===== src/rtl/uart_rx_cfg.sv =====
// uart_rx_cfg -- configurable UART receiver.
//
// Receives LSB-first asynchronous frames of the form
//   start(0) | DATA_BITS data | optional parity | STOP_BITS stop(1)
// Every bit is decided by a 3-sample majority vote over the synchronised line.
// The receiver reports parity errors, framing errors and line breaks. Every
// frame is delivered, errored or not, and the consumer decides what to keep.
//
// Parameters
//   CLKS_PER_BIT  clocks per bit period (8..65535)
//   DATA_BITS     data bits per frame (5..9)
//   PARITY        0 = none, 1 = odd, 2 = even
//   STOP_BITS     1 or 2
//
// Ports
//   i_Clock       system clock
//   i_Reset       asynchronous, active-high reset
//   i_Rx_Serial   asynchronous serial line, idles high
//   o_Rx_DV       one-cycle pulse: frame complete, data and flags valid
//   o_Rx_Byte     received data, held until the next o_Rx_DV
//   o_Parity_Err  parity mismatch in the last frame (held)
//   o_Frame_Err   a stop bit was sampled low in the last frame (held)
//   o_Break       the last frame was a line break (held)
//   o_Rx_Busy     high whenever the receiver is not idle
module uart_rx_cfg #(
  parameter int CLKS_PER_BIT = 87,
  parameter int DATA_BITS    = 8,
  parameter int PARITY       = 0,
  parameter int STOP_BITS    = 1
) (
  input  logic                 i_Clock,
  input  logic                 i_Reset,
  input  logic                 i_Rx_Serial,
  output logic                 o_Rx_DV,
  output logic [DATA_BITS-1:0] o_Rx_Byte,
  output logic                 o_Parity_Err,
  output logic                 o_Frame_Err,
  output logic                 o_Break,
  output logic                 o_Rx_Busy
);

  localparam int CW = $clog2(CLKS_PER_BIT);
  localparam int IW = $clog2(DATA_BITS);

  // Decision points: mid-bit for the start bit, end of period for the rest
  // (the start decision already placed the count at mid-bit).
  localparam logic [CW-1:0] CNT_LAST = CW'(CLKS_PER_BIT - 1);
  localparam logic [CW-1:0] CNT_HALF = CW'((CLKS_PER_BIT - 1) / 2);
  localparam logic [IW-1:0] IDX_LAST = IW'(DATA_BITS - 1);
  localparam logic          STOP_LAST = 1'(STOP_BITS - 1);

  typedef enum logic [2:0] {
    S_IDLE      = 3'd0,
    S_START     = 3'd1,
    S_DATA      = 3'd2,
    S_PARITY    = 3'd3,
    S_STOP      = 3'd4,
    S_CLEANUP   = 3'd5,
    S_WAIT_IDLE = 3'd6
  } state_t;

  state_t                 state;
  logic                   sync_p0;
  logic                   sync_p1;
  logic [2:0]             hist;
  logic [CW-1:0]          cnt;
  logic [IW-1:0]          idx;
  logic                   stop_idx;
  logic [DATA_BITS-1:0]   shift;
  logic                   par_acc;
  logic                   par_bit;
  logic                   perr;
  logic                   ferr;
  logic                   maj;
  logic                   brk_cond;

  // Majority of three samples: a single-cycle glitch cannot flip a decision.
  function automatic logic maj3(input logic [2:0] h);
    return (h[0] & h[1]) | (h[0] & h[2]) | (h[1] & h[2]);
  endfunction

  // Expected parity bit given the XOR of the received data bits.
  function automatic logic par_expected(input logic acc);
    return (PARITY == 1) ? ~acc : acc;
  endfunction

  assign maj       = maj3(hist);
  assign o_Rx_Busy = (state != S_IDLE);

  // A break is an all-zero frame (parity bit zero too, when present) whose
  // stop bit also read low.
  assign brk_cond  = (shift == '0) && ((PARITY == 0) || !par_bit) && ferr;

  // Stage p0/p1: two-flop synchroniser, then a 3-deep sample history.
  // All ones at reset so an idle line never looks like a start bit.
  always_ff @(posedge i_Clock or posedge i_Reset) begin
    if (i_Reset) begin
      sync_p0 <= 1'b1;
      sync_p1 <= 1'b1;
      hist    <= 3'b111;
    end else begin
      sync_p0 <= i_Rx_Serial;
      sync_p1 <= sync_p0;
      hist    <= {hist[1:0], sync_p1};
    end
  end

  // Frame FSM with registered outputs.
  always_ff @(posedge i_Clock or posedge i_Reset) begin
    if (i_Reset) begin
      state        <= S_IDLE;
      cnt          <= '0;
      idx          <= '0;
      stop_idx     <= 1'b0;
      shift        <= '0;
      par_acc      <= 1'b0;
      par_bit      <= 1'b0;
      perr         <= 1'b0;
      ferr         <= 1'b0;
      o_Rx_DV      <= 1'b0;
      o_Rx_Byte    <= '0;
      o_Parity_Err <= 1'b0;
      o_Frame_Err  <= 1'b0;
      o_Break      <= 1'b0;
    end else begin
      o_Rx_DV <= 1'b0;
      case (state)
        S_IDLE: begin
          cnt      <= '0;
          idx      <= '0;
          stop_idx <= 1'b0;
          if (!sync_p1) begin
            state <= S_START;
          end
        end

        S_START: begin
          if (cnt == CNT_HALF) begin
            cnt <= '0;
            if (!maj) begin
              state   <= S_DATA;
              par_acc <= 1'b0;
              par_bit <= 1'b0;
              perr    <= 1'b0;
              ferr    <= 1'b0;
            end else begin
              // Line was back high by mid-bit: treat as a glitch.
              state <= S_IDLE;
            end
          end else begin
            cnt <= cnt + CW'(1);
          end
        end

        S_DATA: begin
          if (cnt == CNT_LAST) begin
            cnt        <= '0;
            shift[idx] <= maj;
            par_acc    <= par_acc ^ maj;
            if (idx == IDX_LAST) begin
              idx   <= '0;
              state <= (PARITY != 0) ? S_PARITY : S_STOP;
            end else begin
              idx <= idx + IW'(1);
            end
          end else begin
            cnt <= cnt + CW'(1);
          end
        end

        S_PARITY: begin
          if (cnt == CNT_LAST) begin
            cnt     <= '0;
            par_bit <= maj;
            perr    <= (maj != par_expected(par_acc));
            state   <= S_STOP;
          end else begin
            cnt <= cnt + CW'(1);
          end
        end

        S_STOP: begin
          // The last stop bit is decided at its own decision point rather
          // than at its end, leaving slack for a back-to-back start bit.
          if (cnt == CNT_LAST) begin
            cnt <= '0;
            if (!maj) begin
              ferr <= 1'b1;
            end
            if (stop_idx == STOP_LAST) begin
              state <= S_CLEANUP;
            end else begin
              stop_idx <= 1'b1;
            end
          end else begin
            cnt <= cnt + CW'(1);
          end
        end

        S_CLEANUP: begin
          o_Rx_DV      <= 1'b1;
          o_Rx_Byte    <= shift;
          o_Parity_Err <= perr;
          o_Frame_Err  <= ferr;
          o_Break      <= brk_cond;
          // After a framing error the line may still be low (break); wait
          // for it to return high so it is not taken as a new start bit.
          state        <= ferr ? S_WAIT_IDLE : S_IDLE;
        end

        S_WAIT_IDLE: begin
          if (sync_p1) begin
            state <= S_IDLE;
          end
        end

        default: begin
          state <= S_IDLE;
        end
      endcase
    end
  end

endmodule


===== config.mk =====
export PLATFORM = sky130hd
export DESIGN_NAME = uart_rx_cfg
export DESIGN_NICKNAME = d
export VERILOG_FILES = /design/src/rtl/uart_rx_cfg.sv
export SDC_FILE = /design/constraint.sdc
export NUM_CORES = 1
export LEC_CHECK = 0
export BUFFER_PORTS_ARGS = -buffer_cell sky130_fd_sc_hd__buf_2
export CAP_MARGIN = 10
export CORE_UTILIZATION = 40
export DETAILED_ROUTE_END_ITERATION = 16
export PLACE_DENSITY_LB_ADDON = 0.3
export SETUP_SLACK_MARGIN = 0.15
export SLEW_MARGIN = 40
export SYNTH_ARGS = -nofsm -noshare
export SYNTH_HDL_FRONTEND = slang
export SYNTH_SLANG_ARGS = --single-unit

===== constraint.sdc =====
create_clock -name i_Clock -period 5.2 [get_ports i_Clock]
set_input_delay 1.04 -clock i_Clock [delete_from_list [all_inputs] [get_ports i_Clock]]
set_output_delay 1.04 -clock i_Clock [all_outputs]
set_load 0.02 [all_outputs]

Word-level counts from Yosys, hierarchy flattened
Cells that the tools add are included.
- add/subtract/negate cells: 2
- $lt $le $gt $ge: 2
- equality and inequality tests: 20
- multiplexer cells: 33
- bitwise logic cells: 6
- reductions and logical operators: 19
- operator list (cell ; count):
    $mux 3 ; 11
    $pmux 3 s7 ; 1
    $pmux 7 s3 ; 1
    $ne 2x2->1 const B ; 10
    $mux 7 ; 2
    $eq 3x3->1 const B ; 4
    $mux 1 ; 10
    $reduce_bool 2->1 ; 5
    $bwmux 8 ; 1
    $logic_not 8->1 ; 1
    $pmux 1 s2 ; 4
    $reduce_and 4->1 ; 2
    $reduce_and 8->1 ; 1
    $add 7x1->7 const B ; 1
    $eq 7x6->1 const B ; 1
    $eq 7x7->1 const B ; 1
    $eq 3x2->1 const B ; 2
    $pmux 3 s2 ; 1
    $reduce_and 2->1 ; 3
    $reduce_bool 3->1 ; 2
    $reduce_and 5->1 ; 1
    $lt 3x4->1 const B ; 1
    $add 3x1->3 const B ; 1
    $and 1x1->1 ; 3
    other kinds (10) ; 12
- register bits: 42
- input bits: 3
- output and inout bits: 13
- logic and storage cells: 98

Logic depth before layout (Yosys ltp)
- word-level depth: 6
- depth in mapped cells: 7

Worst setup path after synthesis
OpenSTA, ideal clock, no wires.
- path kind: register to output
- from: reg state[2]
- to: out o_Rx_Busy
- data arrival time: 1.104 ns
- required time: 4.160 ns
- path slack: 3.056 ns
- cell stages (with the launch flop): 4
- path buffers: 2
- cell sequence: dfrtp_1 > clkbuf_1 > or3_1 > clkbuf_1
- cells in the longest elaborated chain, start to end: 1
- RTL lines (what ; RTL line ; text):
    start, declared ; 62 ; state_t state;
    start signal, assigned ; 162 ; state <= (PARITY != 0) ? S_PARITY : S_STOP;
    start signal, assigned ; 208 ; state <= ferr ? S_WAIT_IDLE : S_IDLE;
    $reduce_bool 3->1 ; 88 ; assign o_Rx_Busy = (state != S_IDLE);
    end, declared ; 39 ; output logic o_Rx_Busy
Every way passes these cells.

Worst setup path in the final report
- from: reg state[1]
- to: out o_Rx_Busy
The elaborated chain is that of the path after synthesis.

==> out/qor.yml <==
status:
  status: "finished clean"
timing:
  fin_tns_setup_ps: 0
  finalCritPeriodShare: 0.5165
  hold_viol: 0
  period_needed_ps: 2686
  worst_pin_slew_ps: 661.8
  slew_headroom: 0.5588
  worst_slack_ps: 2514
  rsz0062_at_grt: "false"
  max_freq_ghz: 0.3723
  finalSetupViolCount: 0
  clock_skew_ps: 7.400
  slew_viol_final: 0
routing:
  vias: 1380
  ant_nets: 0
  drt_wl_total_um: 3457
  drtPass1Iterations: 4
  drt-wirelength-per-cell_um: 12.48
  viasPerCell: 4.982
  drc: 0
  drt_iter0_drc: 61
final_layout:
  layout-drive-gt1-share: 0.2000
  final_common_cell: "nand2_1"
  diodes: 0
  layout_common_cells: "nand2_1 (43), dfrtp_1 (37), buf_2 (15)"
  layout.cells.non_filler: 277
  final_nets: 216
  n_fill_cell: 455
  syn_to_final_growth_pct: 10.86
floorplan:
  row_count: 25
  pin_count: 16
  die_y_um: 72.79
  die_area_mm2: 0.005298
  core_area_mm2: 0.004786
  initial_core_util: 0.4188
  die_w_um: 72.79
global_route:
  grt_pass1_wl_um: 6065
  overflow: 0
  antenna_found_initial: 0
  grt_pass1_vias: 1255
  grt.total_usage: 0.1499
  grt_max_degree: 43
synth:
  synthSimpleGateAreaFrac: 0.2447
  synthCells: 197
  synth_edf_count: 0
  synth_top_area_cell: "dfrtp_1"
  synth_compound_area_frac: 0.07990
  ys_seq_elements: 42
  yosys-top-cells-area: "dfrtp_1 (46%), nand2_1 (8.1%), dfstp_2 (6.6%)"
  synth_fa_ha_area_frac: 0.02996
  ys_types: 45
  synth_top_cell_area_share: 0.4619
  yosysWarnings: 0
  ys_async_sr_fraction: 1.000
  synthXorXnorAreaFrac: 0.03059
  muxShareOfSynthArea: 0.05493
  syn_area_per_cell_um2: 10.17
  synth_top_family_by_area: "simple AND/OR/NAND/NOR gates"
  synth_fp_nets: 204
  seq_area_frac_synth: 0.5275
  synth_flop_cell: "dfrtp_1"
  syn_area_mm2: 0.002004
placed_design:
  dp_slack_ps: 2875
  io_buffer_count: 15
  dp.final_hpwl_um: 2334
  gp_congestion: 0.7712
  placed_cells: 269
worst_setup_path:
  start_kind: "flip-flop"
  cp-startpoint: "state[1]"
  endpoint_kind: "output pin"
  crit_slowest_cell: "dfrtp_1"
  path_max_fanout: 21
  crit_chain: "or3_1 > buf_2"
  max_stage_delay_ps: 630
  worstSetupPathType: "reg2out"
  worstPathRequired_ps: 4160
  regToRegSetupSlack_ps: 2960
  rr_worst_depth: 7
  worstReg2RegStart: "cnt[0]"
  r2r_end: "shift[5]"
  arrival_ps: 1650
hold_path:
  min_to: "sync_p1"
  holdCritPathClass: "reg2reg"
  holdCritStartpoint: "sync_p0"
  hold_path_depth: 0
job:
  maxCapViolations: 0
clock_network:
  hold_buffers: 0
  clockRootBuffer: "clkbuf_8"
  ctsResizeCount: 0
  clkTransAtPathRegs_ps: 80
  cts-buffers-inserted: 5
  post_cts_buffers: 0
  clkLatencyLatePin_ps: 300
  cts.path.max_buffers: 2
  h-tree-depth: 2
  clkSinkCount: 42
  cts_tree: "yes"
power:
  leakage_nw: 1.078
  vdd_ir_drop_max_mv: 0.1922
  pwr_density_cell_mw_per_mm2: 336.5
-- how the worst max path moves through the flow --
| stage | end | slack [ps] |
|---|---|---|
| global placement | o_Rx_Busy | 2890 |
| CTS | o_Rx_Busy | 2530 |
| detailed placement | o_Rx_Busy | 2880 |
| floorplan | o_Rx_Busy | 3060 |
| global route | o_Rx_Busy | 2440 |
| finish | o_Rx_Busy | 2510 |
-- cell usage after synthesis (2+ instances only) --
| cell | count |
|---|---|
| a31oi_1 | 2 |
| nand2_1 | 43 |
| dfrtp_1 | 37 |
| nand4_1 | 3 |
| nand4b_1 | 2 |
| dfstp_2 | 5 |
| o31ai_1 | 3 |
| nand3b_1 | 2 |
| buf_1 | 4 |
| nor4_1 | 3 |
| a21oi_1 | 4 |
| nor3_1 | 3 |
| mux2_1 | 2 |
| nor2_1 | 14 |
| ha_1 | 4 |
| mux2_2 | 6 |
| nand2b_1 | 3 |
| o21ai_0 | 8 |
| inv_1 | 6 |
| nand3_1 | 6 |
| clkbuf_1 | 6 |
| mux2i_1 | 2 |
| or3_1 | 2 |
| xnor2_1 | 3 |
| xor2_1 | 4 |
-- routing by layer --
layer	vias up	part of all wire	GRT usage	wire length, um
li1	696	-	-	-
met1	654	0.54	0.2271	1874
met2	24	0.40	0.2025	1390
met3	6	0.038	0.03867	132
met4	0	0.017	0.05882	59
met5	-	0	0	0
-- flip-flops by register name (all words and copies together) (netlist names), 3 cells and up --
name,count
hist,3
idx,3
o_Rx_Byte,8
cnt,7
shift,8
state,3
-- cell type report --
type	instances	area, um^2	area share
inverters	6	22.52	0.01014
clock inverters	3	25.02	0.01126
well taps	67	83.83	0.03773
multi-input cells	138	882.1	0.3970
flip-flops and latches	42	1057	0.4758
clock buffers	5	68.82	0.03097
repair buffers	16	82.58	0.03716
-- power by group --
group	internal, mW	switching, mW	leakage (nW)
Clock	0.0969	0.121	0.0447
Sequential	0.347	0.0385	0.563
Combinational	0.0551	0.0889	0.470
-- cell families after synthesis --
family,count (synthesis)
AOI/OAI and AO/OA,25
xor gates and xnor gates,7
muxes,10
buffers and inverters,17
adders and majority gates,5
and+or+nand+nor,91
DFF,42
-- critical path, delay by kind of cell (launching register included) --
kind / cells / cell delay, ps
flops: 1 / 630
simple gates: 1 / 520
buf+inv: 1 / 200
-- through the flow --
| step | cell area, um^2 | power [mW] | hold WS, ps | util |
|---|---|---|---|---|
| finish | 2222 | 0.7478 | 358.1 | 0.4643 |
| global route | 2222 | 0.7944 | 365.5 | 0.4643 |
| CTS | 2222 | 0.7568 | 360.1 | 0.4643 |
| detailed placement | 2128 | 0.5356 | 347.9 | 0.4447 |
| global placement | 2128 | 0.5344 | 346.3 | 0.4447 |
| floorplan | 2004 | 0.5072 | 345.2 | - |
(Power assumes the default switching activity.)
